[config.mk]
export PLATFORM = sky130hd
export DESIGN_NAME = simon_key_schedule
export DESIGN_NICKNAME = d
export VERILOG_FILES = /design/src/rtl/simon_pkg.sv /design/src/rtl/simon_key_step.sv /design/src/rtl/simon_key_schedule.sv
export SDC_FILE = /design/constraint.sdc
export NUM_CORES = 1
export LEC_CHECK = 0
export ABC_CLOCK_PERIOD_IN_PS = 2600
export BUFFER_PORTS_ARGS = -buffer_cell sky130_fd_sc_hd__buf_4
export CORE_UTILIZATION = 49
export DETAILED_ROUTE_END_ITERATION = 8
export PLACE_DENSITY = 0.83
export SYNTH_ARGS = -nofsm -noshare
export SYNTH_HDL_FRONTEND = slang
export SYNTH_SLANG_ARGS = --single-unit
[constraint.sdc]
create_clock -name clk -period 2.6 [get_ports clk]
set_clock_uncertainty 0.05 [all_clocks]
set_input_delay 0.52 -clock clk [delete_from_list [all_inputs] [get_ports clk]]
set_output_delay 0.52 -clock clk [all_outputs]
set_load 0.03 [all_outputs]
[src/rtl/simon_pkg.sv]
// Shared constants, z-sequence tables and FSM encoding for the SIMON 64-bit key schedule.
package simon_pkg;

  localparam int          SIMON_N = 32;
  localparam logic [31:0] SIMON_C = 32'hFFFFFFFC;

  // Literals below are written leftmost-element-first; reversal puts element i at bit i.
  function automatic logic [61:0] rev62(input logic [61:0] v);
    logic [61:0] r;
    r = '0;
    for (int i = 0; i < 62; i++) begin
      r[i] = v[61-i];
    end
    return r;
  endfunction

  localparam logic [61:0] Z2 = rev62(62'b10101111011100000011010010011000101000010001111110010110110011);
  localparam logic [61:0] Z3 = rev62(62'b11011011101011000110010111100000010010001010011100110100001111);

  function automatic int t_of_m(input int m);
    return (m == 4) ? 44 : 42;
  endfunction

  typedef enum logic {
    ST_IDLE = 1'b0,
    ST_RUN  = 1'b1
  } state_t;

endpackage

[src/rtl/simon_key_step.sv]
// One combinational SIMON key-expansion step: window w[0..M-1] and round index to the next key word.
module simon_key_step
  import simon_pkg::*;
#(
  parameter int N = SIMON_N,
  parameter int M = 4
) (
  input  logic [M-1:0][N-1:0] w,
  input  logic [5:0]          idx,
  output logic [N-1:0]        knew
);

  localparam logic [61:0] Z = (M == 4) ? Z3 : Z2;

  function automatic logic [N-1:0] ror(input logic [N-1:0] v, input int s);
    return (v >> s) | (v << (N - s));
  endfunction

  logic [N-1:0] rot3;
  logic [N-1:0] tmp_a;
  logic [N-1:0] tmp_b;
  logic [5:0]   z_pos;
  logic         unused_w;

  assign rot3 = ror(w[M-1], 3);

  generate
    if (M == 4) begin : g_m4
      assign tmp_a = rot3 ^ w[1];
    end else begin : g_m3
      assign tmp_a = rot3;
    end
  endgenerate

  assign tmp_b = tmp_a ^ ror(tmp_a, 1);

  // The z sequence has period 62, so indices 62/63 wrap to the start.
  assign z_pos = (idx >= 6'd62) ? (idx - 6'd62) : idx;

  assign knew = SIMON_C ^ {{(N-1){1'b0}}, Z[z_pos]} ^ w[0] ^ tmp_b;

  // Only some window words feed the step; the rest are intentionally ignored.
  assign unused_w = ^w;

endmodule

[src/rtl/simon_key_schedule.sv]
// Iterative SIMON 64/(32*M) key schedule streaming round keys k0..k(T-1) over valid/ready.
module simon_key_schedule
  import simon_pkg::*;
#(
  parameter int N = SIMON_N,
  parameter int M = 4,
  parameter int T = t_of_m(M)
) (
  input  logic           clk,
  input  logic           rst,
  input  logic           key_valid,
  output logic           key_ready,
  input  logic [N*M-1:0] key_in,
  output logic           rk_valid,
  input  logic           rk_ready,
  output logic [N-1:0]   rk,
  output logic [5:0]     rk_idx,
  output logic           rk_last
);

  generate
    if (!(M == 3 || M == 4)) begin : g_bad_m
      $error("simon_key_schedule: M must be 3 or 4");
    end
    if (N != 32) begin : g_bad_n
      $error("simon_key_schedule: only N = 32 is supported");
    end
  endgenerate

  localparam logic [5:0] LAST_IDX = 6'(T - 1);

  state_t              state_reg, state_next;
  logic [M-1:0][N-1:0] w_reg, w_next, w_shift;
  logic [5:0]          idx_reg, idx_next;
  logic                rk_last_reg, rk_last_next;
  logic [N-1:0]        knew;

  simon_key_step #(
    .N(N),
    .M(M)
  ) u_step (
    .w   (w_reg),
    .idx (idx_reg),
    .knew(knew)
  );

  // Window slides one word towards w[0]; the freshly expanded word enters at the top.
  for (genvar gi = 0; gi < M; gi++) begin : g_shift
    if (gi < M - 1) begin : g_mid
      assign w_shift[gi] = w_reg[gi+1];
    end else begin : g_top
      assign w_shift[gi] = knew;
    end
  end

  always_comb begin
    state_next   = state_reg;
    w_next       = w_reg;
    idx_next     = idx_reg;
    rk_last_next = rk_last_reg;
    key_ready    = 1'b0;
    rk_valid     = 1'b0;
    case (state_reg)
      ST_IDLE: begin
        key_ready = 1'b1;
        if (key_valid) begin
          w_next       = key_in;
          idx_next     = '0;
          rk_last_next = (LAST_IDX == 6'd0);
          state_next   = ST_RUN;
        end
      end
      ST_RUN: begin
        rk_valid = 1'b1;
        if (rk_ready) begin
          if (idx_reg == LAST_IDX) begin
            idx_next     = '0;
            rk_last_next = 1'b0;
            state_next   = ST_IDLE;
          end else begin
            w_next       = w_shift;
            idx_next     = idx_reg + 6'd1;
            rk_last_next = ((idx_reg + 6'd1) == LAST_IDX);
          end
        end
      end
      default: state_next = ST_IDLE;
    endcase
  end

  always_ff @(posedge clk) begin
    if (rst) begin
      state_reg   <= ST_IDLE;
      w_reg       <= '0;
      idx_reg     <= '0;
      rk_last_reg <= 1'b0;
    end else begin
      state_reg   <= state_next;
      w_reg       <= w_next;
      idx_reg     <= idx_next;
      rk_last_reg <= rk_last_next;
    end
  end

  assign rk      = (state_reg == ST_RUN) ? w_reg[0] : '0;
  assign rk_idx  = idx_reg;
  assign rk_last = rk_last_reg;

endmodule

Word level (Yosys, flattened, before mapping) --
Memories as Yosys holds them, arrays and structs flattened. Index checks and enable logic that the tools add are counted. W data, S select, Z words.
Storage, ports and cells: bits in read-only memories 64, word-level logic and storage cells 47, register bits after elaboration 136, memories kept 1
Memories:
- (name not given) | words 64, bits a word 1, read ports 1, clocked after Yosys merged registers in 0, wr ports 0, line simon_key_step.sv:40 | assign knew = SIMON_C ^ {{(N-1){1'b0}}, Z[z_pos]} ^ w[0] ^ tmp_b;
Operators by class: bitwise gates (word level) 7, equality and inequality tests 5, multiplexer cells 21, order comparisons 2, reductions and logical operators 2, add/subtract/negate cells 2
Operators with widths (number):
- $mux W128 | 3
- $pmux W128 S2 | 1
- $xor A32 B32 Y32 | 4
- $mux W32 | 1
- $or A29 B32 Y32 | 1
- $or A31 B32 Y32 | 1
- $mux W6 | 4
- $eq A6 B6 Y1 const B | 2
- $pmux W6 S2 | 1
- $mux W1 | 9
- $lt A6 B7 Y1 const B | 1
- $add A6 B1 Y6 const B | 1
- $ge A6 B6 Y1 const B | 1
- $ne A2 B2 Y1 const B | 3
- $sub A6 B6 Y6 const B | 1
- $pmux W1 S2 | 2
- $reduce_and A3 Y1 | 1
- $reduce_and A2 Y1 | 1
- $not A1 Y1 | 1

Logic depth before layout (Yosys ltp) --
Gate-level depths: netlist of the first run.
word-level depth 9, depth in mapped cells 11

Cells and area by module --
Synthesis of the first run repeated with hierarchy kept, for this count alone.
Unflattened totals: cells, all modules 810, area total of the unflattened synthesis 8072.7 µm²
Modules (own cells, without submodules):
- simon_key_schedule | instances 1, area an instance 6870.3 µm², cells each 661
- simon_key_step | instances 1, area an instance 1202.4 µm², cells each 149

Worst setup path after synthesis of the first run --
OpenSTA, ideal clock, no wires.
path type register to register, start point reg idx_reg[0], in the netlist rk_idx[0], end point reg w_reg[96] (netlist name), slack -0.279 ns, arrival 2.710 ns, required time 2.430 ns, library setup time 0.120 ns, stages on the path, launching flop included 12, clock period less this slack 2.879 ns, cells stage by stage dfxtp_1 > inv_1 > ha_1 > nor2b_1 > mux2i_4 > inv_1 > ha_1 > mux2_2 > o211ai_1 > nor4bb_1 > nor3_1 > o31a_1
On the way: longest elaborated chain between the ends 9, elaborated cells between the ends (all ways) 13, classes of those cells 1 x add/sub; 1 x order compare; 2 x eq/ne; 5 x mux; 2 x bitwise; 1 x reduce/logical; 1 x memory
RTL lines:
- start, declared | line simon_key_schedule.sv:34 | logic [5:0] idx_reg, idx_next;
- start signal, assigned | line simon_key_schedule.sv:100 | idx_reg <= idx_next;
- $sub A6 B6 Y6 / $ge A6 B6 Y1 (equally long branches) | line simon_key_step.sv:38 | assign z_pos = (idx >= 6'd62) ? (idx - 6'd62) : idx;
- $mux W6 | line simon_key_step.sv:38
- $mem_v2 Z64 W1
- $mux W1 (not written as such) | line simon_key_step.sv:40
- $xor A32 B32 Y32 (2 in series) | line simon_key_step.sv:40
- $mux W128 | line simon_key_schedule.sv:76 | if (idx_reg == LAST_IDX) begin
- $mux W128 | line simon_key_schedule.sv:75 | if (rk_ready) begin
- $pmux W128 S2 | line simon_key_schedule.sv:63 | case (state_reg)
- end signal, assigned | line simon_key_schedule.sv:99 | w_reg <= w_next;
- end, declared | line simon_key_schedule.sv:33 | logic [M-1:0][N-1:0] w_reg, w_next, w_shift;
Parallel ways exist; a longest one is shown, timed or not. The select of a mux whose other input is x is not followed. A chain may end at the register's enable or synchronous reset.

Final worst setup path of the first run --
start point reg idx_reg[0], in the netlist rk_idx[0], end point reg w_reg[2] (netlist name)
On the way: longest elaborated chain between the ends 3
RTL lines (line):
- $eq A6 B6 Y1 | simon_key_schedule.sv:76
- $ne A2 B2 Y1 (no source line)
- $reduce_and A3 Y1 (no source line)
No other way between the ends.

==> results by group, run 1 <==
Outcome
  – Status: finished, final reports clean

Clock tree
  – Worst-skew pair later-pin latency: 0.42 ns
  – Longest Clk Path Bufs: 2
  – CTS root buf: clkbuf_16
  – Hold Buf Count CTS: 0
  – Clock buffer count from CTS: 17
  – Clock slew at reported path FFs: 0.06 ns
  – H-tree levels: 4
  – CTS tree: built
  – Clk sink count: 136

Floorplanning
  – CORE AREA: 14600 um2
  – Num ports: 173
  – Initial Util: 0.506
  – Site row count: 44
  – Area of the die: 15600 um2
  – Die width: 125 um
  – Die height: 125 um

Logic synthesis
  – Synth cell types: 49
  – Post-synthesis mux area share: 0.136
  – Synth Area in Simple Gates: 0.145
  – Largest cells by area after synthesis: dfxtp_1 (37%), mux2i_1 (13%), xnor2_1 (11%)
  – Synth top cells by count: dfxtp_1 (136), nor2_1 (112), a211oi_1 (98), mux2i_1 (97), xnor2_1 (96)
  – Post-Synth XOR/XNOR Area: 0.115
  – Ys Warns: 0
  – Syn Area/Cell: 8.76 um2
  – Mapped Cells: 843
  – Main synth FF type: dfxtp_1
  – Sequential fraction of the synthesis area: 0.369
  – Yosys top cell by area: dfxtp_1
  – Seq cells post-synth: 136
  – Asr flop ratio synth: 0
  – Post-synth EDFFs: 0
  – Syn nets: 980
  – Syn Std Cell Area: 7380 um2
  – Post-synthesis compound-gate area fraction: 0.184
  – Most frequent cell after synthesis: dfxtp_1
  – Top-area cell type share of the netlist area: 0.369
  – Largest family of logic cells by synthesized area: compound AO/OA/AOI/OAI gates
  – Adder-cell area share of the yosys netlist: 0.00848

GRT
  – Vias in the first global route: 5941
  – GRT Total Usage: 0.230
  – First-pass GRT wire length: 29200 um
  – GR Overflow Total: 0
  – Pin count of the biggest net entering global routing: 101
  – Initial antenna violation count: 0

Power and ir drop
  – Max VDD drop: 519 uV
  – LEAKAGE: 0.00383 uW
  – Pwr Density: 673 nW/um2

Drt
  – Wire per inst: 16.1 um
  – Remaining DRCs: 0
  – Drt first pass iters: 7
  – Vias post-DR: 6609
  – DRT Wirelength: 19100 um
  – Routed vias/inst: 5.57
  – First-iteration detailed-routing DRC count: 343
  – Antenna viol nets, final: 0

Place
  – IO buf count: 172
  – Detailed placement HPWL: 12500 um
  – Number of placed cells counting well taps: 1145
  – GP Congestion: 0.858

Timing
  – Setup TNS Final: 0 ns
  – Fin. Hold Viols: 0
  – Final setup fails: 0
  – Slew @ Worst Pin: 0.746 ns
  – Max_slew headroom: 0.503
  – Minimum clock period: 2.45 ns
  – Fmax: 0.408 GHz
  – Final Slew Violations: 0
  – Fin crit share: 0.942

Setup path
  – CP max FO: 50
  – Worst EP required: 2.87 ns
  – CP Data Arrival Time: 2.71 ns
  – Setup crit end kind: flop
  – CP Class: reg2reg
  – Crit path launch type: flop

Final layout
  – Layout cells sized above 1: 0.249
  – Final Non-Filler Cells: 1186
  – Nets: 1126
  – Max reg flops: 128
  – # diodes: 0
  – Syn-to-layout area delta: 29.1%

Min path
  – Hold Crit Class: in2reg

Flow run
  – MaxCap Viol Count: 0
final timing paths:
check / startpoint / slack [ns] / depth (start not counted) / endpoint
setup / recovery: rk_idx[0] / 0.15 / 9 / w_reg[2]
setup reg to reg: rk_idx[0] / 0.15 / 9 / w_reg[2]
hold reg to reg: w_reg[122] / 0.44 / 2 / w_reg[122]
hold / removal: rk_ready / 0.28 / 2 / state_reg
metrics by stage:
step	instance area, um2	hold WS, ns	util	worst slack, ns	total power, uW
CTS	9380	0.256	0.643	0.0155	6390
floorplan	7390	0.407	-	0.0267	3670
detailed placement	8820	0.433	0.605	0.0676	4090
finish	9530	0.279	0.653	0.150	6410
global placement	8820	0.416	0.605	0.149	4060
global route	9530	0.273	0.653	-0.0132	6710
cell type report:
type / count / area, um2
Timing Repair Buffer: 197 / 1610
Fill cell: 1209 / 5060
Inverter: 3 / 11.3
Tap cell: 184 / 230
Clock inverter: 11 / 105
Sequential cell: 136 / 2740
Clock buffer: 21 / 450
Multi-Input combinational cell: 634 / 4390
cells by family after synthesis:
logic type               after synthesis
AO/OA/AOI/OAI                        192
adder cells (fa/ha/maj)                5
AND/OR/NAND/NOR                      241
XOR/XNOR                              97
flip-flops                           136
buffers and inverters                 73
multiplexers                          99
where the power goes:
part           leakage [uW]  internal, uW  switching (uW)
Sequential          0.00113          2290             185
Clock              0.000284          1420             875
Combinational       0.00241           841             804
Total               0.00383          4550            1860
critical path: stages (launching register included):
cell and delay, ns:
dfxtp_4 0.34, buf_4 0.18, ha_1 0.27, nor2b_2 0.20, and4b_1 0.23, nor2_4 0.18
or2_4 0.28, buf_16 0.26, nor2_1 0.09, a211oi_1 0.24
cell usage in the layout, fill, tap and decap left out, types with 2 or more instances in the layout:
| cell | netlist | final |
|---|---|---|
| inv_1 | 3 | 2 |
| clkbuf_16 | 0 | 19 |
| o31ai_1 | 2 | 2 |
| a211oi_1 | 98 | 98 |
| a21oi_1 | 38 | 38 |
| a311oi_1 | 2 | 2 |
| buf_4 | 3 | 188 |
| dfxtp_4 | 0 | 4 |
| nor3_1 | 3 | 3 |
| dfxtp_2 | 0 | 3 |
| nor2_4 | 0 | 2 |
| nand4_1 | 3 | 3 |
| nor2b_1 | 4 | 2 |
| and2_1 | 33 | 33 |
| o22ai_1 | 2 | 2 |
| mux2i_1 | 97 | 97 |
| or3_1 | 2 | 2 |
| clkbuf_1 | 47 | 3 |
| dfxtp_1 | 136 | 129 |
| nor2_1 | 112 | 110 |
| xnor2_1 | 96 | 96 |
| buf_16 | 0 | 2 |
| o21ai_0 | 5 | 5 |
| clkinv_2 | 0 | 9 |
| bufinv_16 | 0 | 2 |
| ha_1 | 5 | 4 |
| nor4_1 | 3 | 2 |
| a21o_1 | 2 | 2 |
| nand3_1 | 4 | 4 |
| o211ai_1 | 31 | 31 |
| nor2b_2 | 0 | 2 |
| o31a_1 | 2 | 2 |
| buf_12 | 0 | 4 |
| nand2_1 | 69 | 69 |
layer usage:
metal	vias up	track usage	part of all wire
met4	0	0.0964	0.023
met5	-	0	0
li1	3286	-	-
met2	186	0.376	0.48
met3	36	0.0455	0.042
met1	3101	0.294	0.46
what timing repair did:
item,4_1_cts,5_1_grt
hold endpoints to repair,0,0
endpoints found under the setup margin,0,106
resized for setup,0,13
setup buffers,0,7
Power figures use the tool's default switching activity.
==> run 2: changes to the inputs <==
--- a/config.mk
+++ b/config.mk
@@ -5,11 +5,11 @@
 export SDC_FILE = /design/constraint.sdc
 export NUM_CORES = 1
 export LEC_CHECK = 0
-export ABC_CLOCK_PERIOD_IN_PS = 2600
+export ABC_CLOCK_PERIOD_IN_PS = 2300
 export BUFFER_PORTS_ARGS = -buffer_cell sky130_fd_sc_hd__buf_4
-export CORE_UTILIZATION = 49
+export CORE_UTILIZATION = 54
 export DETAILED_ROUTE_END_ITERATION = 8
-export PLACE_DENSITY = 0.83
+export PLACE_DENSITY = 0.86
 export SYNTH_ARGS = -nofsm -noshare
 export SYNTH_HDL_FRONTEND = slang
 export SYNTH_SLANG_ARGS = --single-unit
==> constraint.sdc (replaced) <==
create_clock -name clk -period 2.3 [get_ports clk]
set_clock_uncertainty 0.05 [all_clocks]
set_input_delay 0.46 -clock clk [delete_from_list [all_inputs] [get_ports clk]]
set_output_delay 0.46 -clock clk [all_outputs]
set_load 0.03 [all_outputs]
==> results by group, run 2 (synthesis results as in run 1) <==
Floorplanning
  – CORE AREA: 13300 um2
  – Die height: 119 um
  – Site row count: 42
  – Num ports: 173
  – Area of the die: 14100 um2
  – Die width: 119 um
  – Initial Util: 0.555

Place
  – Area after DPL: 8960 um2
  – Detailed placement HPWL: 12900 um
  – GP Congestion: 0.888
  – IO buf count: 172

Setup path
  – R2R cell count: 10
  – Reg2reg start: rk_idx[1]
  – CP Class: reg2reg
  – FF-to-FF setup slack: 0.02 ns
  – Worst EP required: 2.56 ns
  – CP max FO: 8
  – CP Data Arrival Time: 2.54 ns
  – Crit path launch type: flop
  – Setup crit end kind: flop
  – Worst reg2reg path endpoint: w_reg[96]

Power and ir drop
  – Comb pwr share: 0.250
  – LEAKAGE: 0.00389 uW
  – Seq pwr share: 0.375
  – Max VDD drop: 455 uV
  – Pwr Density: 769 nW/um2
  – P_int: 5350 uW
  – Psw: 2100 uW
  – Clk network pwr share: 0.375
  – Sw Share: 0.282

GRT
  – Pin count of the biggest net entering global routing: 89
  – GRT Total Usage: 0.267
  – GR Overflow Total: 0
  – Vias in the first global route: 6225
  – First-pass GRT wire length: 29900 um
  – Initial antenna violation count: 0

Clock tree
  – CTS tree: built
  – CTS root buf: clkbuf_16
  – H-tree levels: 4
  – Clk sink count: 136
  – Hold Buf Count CTS: 0
  – Clock slew at reported path FFs: 0.06 ns
  – Clock buffer count from CTS: 17
  – Longest Clk Path Bufs: 2
  – Worst-skew pair later-pin latency: 0.42 ns

Final layout
  – Layout cells sized above 1: 0.263
  – Nets: 1138
  – Fin area: 9690 um2
  – Commonest non-fill, non-tap cell in the layout: buf_4
  – Layout fillers: 989
  – Syn-to-layout area delta: 31.3%
  – Most frequent cells in the layout: buf_4 (198), dfxtp_1 (129), nor2_1 (109), mux2i_1 (97), a211oi_1 (97)
  – Multi-input logic area: 4450 um2
  – Max reg flops: 128
  – # diodes: 0
  – Sequential cell area: 2750 um2

Min path
  – Hold worst-path end: state_reg
  – Hold Crit Class: in2reg
  – Hold path start: rk_ready
  – Hold Path Depth: 2

Drt
  – Antenna viol nets, final: 0
  – Drt first pass iters: 5
  – DRT Wirelength: 19000 um
  – Wire per inst: 16.0 um
  – Routed vias/inst: 5.62
  – Vias post-DR: 6677
  – First-iteration detailed-routing DRC count: 403
  – Remaining DRCs: 0

Flow run
  – MaxCap Viol Count: 0

Outcome
  – Status: finished, final reports clean

Timing
  – Minimum clock period: 2.28 ns
  – Max_slew headroom: 0.628
  – Final setup fails: 0
  – Slew @ Worst Pin: 0.558 ns
  – Final hold slack: 0.219 ns
  – Fin crit share: 0.993
  – RSZ-0062 raised after global routing: yes
  – Fin. Hold Viols: 0
  – Fmax: 0.438 GHz
  – Final Slew Violations: 0
-- run 2: power by group through the flow --
| stage | clock network (uW) | registers (uW) | logic (uW) |
|---|---|---|---|
| floorplan | 0 | 2780 | 1360 |
| global placement | 0 | 2830 | 1780 |
| detailed placement | 0 | 2830 | 1820 |
| CTS | 2840 | 2790 | 1850 |
| global route | 2930 | 2820 | 2030 |
| finish | 2800 | 2790 | 1860 |
-- run 2: worst max-delay path, cell delays in order (launching register included) --
cell      delay, ns
dfxtp_4        0.39
ha_4           0.19
nor2b_4        0.13
mux2i_4        0.15
inv_2          0.08
ha_4           0.21
mux2_4         0.26
o211ai_1       0.15
nor4bb_2       0.25
nor3_1         0.08
o31a_1         0.24
-- run 2: metrics by stage --
stage | utilization | TNS (ns) | total power [uW] | setup WS (ns) | std cells
5_1_grt | 0.729 | -0.105 | 7780 | -0.105 | 1189
3_3_place_gp | 0.674 | 0 | 4600 | 0.0731 | 1147
6_report | 0.729 | 0 | 7450 | 0.0164 | 1189
3_5_place_dp | 0.674 | -0.00264 | 4660 | -0.00264 | 1147
2_1_floorplan | - | -0.0229 | 4140 | -0.0229 | 843
4_1_cts | 0.720 | 0 | 7470 | 0.00509 | 1179
-- run 2: cell type report --
type,instances,share of cell area
tap,176,0.0227
clock inverter,8,0.0121
inverter,3,0.00142
multi-input combinational,636,0.459
clock buffer,23,0.0505
timing repair buffer,207,0.171
sequential,136,0.283
-- run 2: worst max path at each step --
| stage | from | endpoint |
|---|---|---|
| finish | rk_idx[1] | w_reg[96] |
| global route | rk_idx[1] | w_reg[96] |
| CTS | rk_idx[1] | w_reg[96] |
| detailed placement | rk_idx[1] | w_reg[96] |
| global placement | rk_idx[1] | w_reg[96] |
| floorplan | rk_idx[2] | w_reg[96] |
-- run 2: timing repair --
item / 4_1_cts / 5_1_grt
gates cloned: 1 / 1
buffers inserted: 0 / 9
setup endpoints to repair: 1 / 124
pin swaps: 1 / 4
gates resized for setup: 0 / 11
-- run 2: routing by layer --
layer | global-route usage | up-vias | routed length, um
met1 | 0.334 | 3110 | 8420
met4 | 0.123 | 0 | 426
met2 | 0.435 | 220 | 9240
li1 | - | 3312 | -
met3 | 0.0632 | 35 | 948
met5 | 0 | - | 0
